**config.mk**
```make
export PLATFORM = sky130hd
export DESIGN_NAME = fifo_burst_reader
export DESIGN_NICKNAME = d
export VERILOG_FILES = /design/src/rtl/fifo_burst_reader.sv
export SDC_FILE = /design/constraint.sdc
export NUM_CORES = 1
export LEC_CHECK = 0
export CAP_MARGIN = 20
export CORE_UTILIZATION = 30
export CTS_CLUSTER_SIZE = 10
export DETAILED_ROUTE_END_ITERATION = 7
export PLACE_DENSITY = 0.54
export SYNTH_ARGS = -nofsm -noshare
export SYNTH_HDL_FRONTEND = slang
export SYNTH_SLANG_ARGS = --single-unit
```
**constraint.sdc**
```tcl
create_clock -name clk -period 3.9 [get_ports clk]
set_input_delay 0.39 -clock clk [delete_from_list [all_inputs] [get_ports clk]]
set_output_delay 0.39 -clock clk [all_outputs]
set_load 0.02 [all_outputs]
```
**src/rtl/fifo_burst_reader.sv**
```systemverilog
// fifo_burst_reader: drains a sync FIFO through a 2-entry skid buffer into a framed valid/ready stream; FIFO_RD_WDOG_EN adds a burst stall watchdog.
module fifo_burst_reader #(
  parameter int DATA_WIDTH  = 32,
  parameter int BURST_LEN   = 4,
  parameter int WDOG_CYCLES = 64
) (
  input  logic                  clk,
  input  logic                  rst,
  input  logic                  fifo_empty,
  input  logic                  fifo_almost_empty,
  input  logic [DATA_WIDTH-1:0] fifo_data,
  output logic                  fifo_rd_en,
  output logic                  m_valid,
  input  logic                  m_ready,
  output logic [DATA_WIDTH-1:0] m_data,
  output logic                  m_last,
  output logic                  burst_active,
  output logic                  stall_err
);
  localparam int BW = BURST_LEN > 1 ? $clog2(BURST_LEN) : 1;
  localparam logic [BW-1:0] LAST_BEAT = BW'(BURST_LEN - 1);
  localparam logic [0:0] IDLE = 1'b0;
  localparam logic [0:0] BURST = 1'b1;
  if (BURST_LEN < 1 || WDOG_CYCLES < 2) begin : g_bad_params
    $error("fifo_burst_reader: BURST_LEN must be >= 1 and WDOG_CYCLES >= 2");
  end
  logic [DATA_WIDTH-1:0] head, tail;
  logic [1:0] occ;
  logic [2:0] level;
  logic [BW-1:0] beat_cnt;
  logic inflight, push, pop, state, wdog_fire;
  assign push = inflight;
  assign m_valid = occ != 2'd0;
  assign pop = m_valid && m_ready;
  assign m_data = head;
  assign m_last = m_valid && beat_cnt == LAST_BEAT;
  assign burst_active = state == BURST;
  assign level = {1'b0, occ} + {2'b0, inflight} - {2'b0, pop};
  // flags lag one read, so a second back-to-back read needs at least two words
  assign fifo_rd_en = !rst && !fifo_empty && level < 3'd2 && (!inflight || !fifo_almost_empty);
  always_ff @(posedge clk or posedge rst) begin
    if (rst) begin
      occ      <= 2'd0;
      inflight <= 1'b0;
      head     <= '0;
      tail     <= '0;
    end else begin
      inflight <= fifo_rd_en;
      occ      <= occ + {1'b0, push} - {1'b0, pop};
      if (pop) head <= (occ == 2'd2 || !push) ? tail : fifo_data;
      else if (push && occ == 2'd0) head <= fifo_data;
      if (push && (pop ? occ == 2'd2 : occ == 2'd1)) tail <= fifo_data;
    end
  end
  always_ff @(posedge clk or posedge rst) begin
    if (rst) begin
      beat_cnt <= '0;
      state    <= IDLE;
    end else if (wdog_fire) begin
      beat_cnt <= '0;
      state    <= IDLE;
    end else if (pop) begin
      beat_cnt <= m_last ? '0 : beat_cnt + BW'(1);
      state    <= m_last ? IDLE : BURST;
    end
  end
`ifdef FIFO_RD_WDOG_EN
  localparam int WW = $clog2(WDOG_CYCLES);
  logic [WW-1:0] wdog_cnt;
  logic stall_q;
  assign wdog_fire = burst_active && !m_valid && wdog_cnt == WW'(WDOG_CYCLES - 1);
  assign stall_err = stall_q;
  always_ff @(posedge clk or posedge rst) begin
    if (rst) begin
      wdog_cnt <= '0;
      stall_q  <= 1'b0;
    end else begin
      if (pop || wdog_fire) wdog_cnt <= '0;
      else if (burst_active && !m_valid) wdog_cnt <= wdog_cnt + WW'(1);
      if (wdog_fire) stall_q <= 1'b1;
    end
  end
`else
  assign wdog_fire = 1'b0;
  assign stall_err = 1'b0;
`endif
endmodule
```
==> impl_metrics.csv, run 1 <==
group,metric,value,unit
placed_design,dp_hpwl,4570,um
setup_path,endpoint_kind,"output pin",
drt,wire_per_inst,15.8,um
yosys,ys_seq_elements,70,
setup_path,start_kind,"register",
global_routing,grt_pass1_vias,2494,
clock_tree,clock_latency,0.34,ns
drt,routed_via_density,5.02,
sta,finalSetupViolations,0,
yosys,syn_area_per_cell,11.3,um^2
clock_tree,clockBufferDepth,2,
cells_and_area,fillers,1034,
clock_tree,numCtsBuffers,9,
setup_path,r2r_start,"occ[1]",
drt,wl,7720,um
setup_path,path_max_fanout,8,
die,start_util,31.4,%
drt,initialDrtViolationCount,96,
sta,slew_viol_final,0,
drt,drc,0,
setup_path,path_cells,"o21a_2 > nand2b_1 > nand2_1 > ha_1 > fa_1 > or4_1 > a21oi_1 > clkdlybuf4s50_1",
yosys,syn-instance-count,289,
setup_path,arrival,3.19,ns
clock_tree,cts_setup_buffers,0,
die,rows,37,
clock_tree,cts_max_level,3,
setup_path,critPathRequiredTime,3.51,ns
die,io_pins,74,
status,status,"complete, no violations",
yosys,syn_area,0.00327,mm^2
clock_tree,clockRootBuffer,"clkbuf_8",
placed_design,portBuffers,72,
die,core_area,0.0104,mm^2
pwr,powerDensity,770,mW/mm^2
clock_tree,cts.reportedPaths.clkPinSlew,0.07,ns
drt,ant_nets,0,
setup_path,r2r-end,"inflight",
clock_tree,postCtsHoldBufs,0,
cells_and_area,syn_to_final_growth,28.7,%
clock_tree,cts.sinks,70,
sta,hold_viol_final,0,
yosys,yosys_warnings,0,
cells_and_area,drive_above_1_share,8.24,%
pwr,power.leakage,1.68,nW
die,die-area,0.0113,mm^2
drt,firstDrtPassIters,4,
yosys,yosysUniqueCellTypes,29,
sta,worstMarginPinSlew,0.921,ns
global_routing,antenna_found_initial,0,
cells_and_area,stdcell_area,0.00420,mm^2
yosys,syn_nets,329,
sta,clock.fmax,0.279,GHz
job,max_cap_viol_count,0,
global_routing,grt.overflow.total,0,
pwr,ir_drop,0.000290,V
yosys,synth_edf_count,0,
placed_design,place_congestion,0.741,
die,die_w,106,um
sta,period_needed,3.58,ns
setup_path,path_class,"register to output pin",
global_routing,grt_max_degree,67,
clock_tree,cts_tree,"done",
sta,fin_setup_tns,0,ns
setup_path,slowest_stage,"clkdlybuf4s50_1",
yosys,async_flop_share,100,%
global_routing,grt_pass1_wl,12700,um
cells_and_area,nets,389,
setup_path,ff2ff_path_depth,7,
cells_and_area,mostFrequentLayoutCells,"clkdlybuf4s50_1 (72), dfrtp_1 (70), nor3_1 (33)",
sta,fin_skew,0.00619,ns
yosys,synth_ff_type,"dfrtp_1",
placed_design,dpl_cell_area,0.00405,mm^2
die,die_h,106,um
cells_and_area,layout.cells.most_common,"clkdlybuf4s50_1",
setup_path,r2r_slack,1.59,ns
cells_and_area,diodes,0,
worst_hold_path,hold_class,"primary input to asynchronous set/reset pin",
setup_path,cpPeakStageDelay,0.63,ns
yosys,ys_seq_area_share,53.6,%
sta,rsz0062_at_grt,"no",
drt,vias,2448,
clock_tree,cts-resized-gates,0,
global_routing,grt.total_usage,14.6,%
sta,max_slew_margin,38.6,%
placed_design,dp.cells,474,
sta,period_share,91.8,%
cells_and_area,finalNonFillerCells,488,
## worst max path at each step
stage / cells after the start / from / endpoint
after global routing: 8 / occ[1] / fifo_rd_en
after detailed placement: 9 / m_ready / fifo_rd_en
final: 8 / occ[1] / fifo_rd_en
after CTS: 8 / occ[1] / fifo_rd_en
after global placement: 9 / m_ready / fifo_rd_en
after floorplan: 10 / occ[1] / fifo_rd_en
## registers in the layout (all words and copies together) (netlist names)
register,count
beat_cnt,2
m_data,32
inflight,1
tail,32
occ,2
burst_active,1
## layer usage
layer	part of all wire [%]	track usage, %
met5	0	0
met4	0.93	3.87
met3	6.0	5.03
met2	48	24.6
met1	45	17.8
## synthesized netlist by cell type (all sizes together), types with 2 or more instances
cell	number	share of area [%]
dfrtp	70	54
o21ai	35	5.7
nor3	33	5.1
a31oi	32	6.1
mux2	32	11
nand3b	32	7.4
buf	17	4.1
clkbuf	13	1.5
nand2	6	0.69
and2	2	0.38
ha	2	0.77
inv	2	0.23
nor3b	2	0.77
or2	2	0.38
## cell type report
cell class                 count  area, um^2  area share [%]
sequential                    70        1750            41.7
multi-input combinational    187        1350            32.0
timing repair buffer          79         773            18.4
tap                          136         170            4.05
clock buffer                  12         145            3.45
clock inverter                 2        10.0           0.238
inverter                       2        7.51           0.179
## stage by stage
step	setup slack (ns)	hold WS [ns]	power [mW]	utilization, %
finish	0.320	0.377	3.24	40.3
global route	0.118	0.395	3.48	40.3
CTS	0.287	0.375	3.29	40.3
detailed placement	0.316	0.470	2.78	38.9
global placement	0.399	0.465	2.75	38.9
floorplan	0.988	0.450	2.19	-
## where the power goes
part / leakage (nW) / total, mW / switching [mW] / internal, mW
clock: 0.0821 / 0.491 / 0.251 / 0.240
sequential: 0.854 / 1.30 / 0.224 / 1.08
combinational: 0.748 / 1.45 / 0.735 / 0.710
total: 1.68 / 3.24 / 1.21 / 2.03
## cell families (layout without fill, tap and decap cells)
kind of cell,count (synthesis),after routing,share of synthesized area (%)
other cells,1,1,0.115
xor+xnor,1,1,0.268
compound gates,70,70,12.5
fa+ha+maj,3,3,1.38
mux,32,32,11.0
buf+inv,32,95,5.79
simple gates,80,80,15.3
flops,70,70,53.6
## critical path, delay by kind of cell (launching register included)
kind                       cells  cell delay (ns)
adders and majority gates      2             0.64
buffers and inverters          1             0.63
DFF                            1             0.52
AOI/OAI and AO/OA              2             0.43
and+or+nand+nor                3             0.65
(Power assumes the default switching activity.)
==> run 2, diff against run 1 <==
Settings changed: CTS_CLUSTER_DIAMETER set to 120.
==> results of run 2 <==
Same layout as run 1: the final DEF is identical, and so are final timing and power.
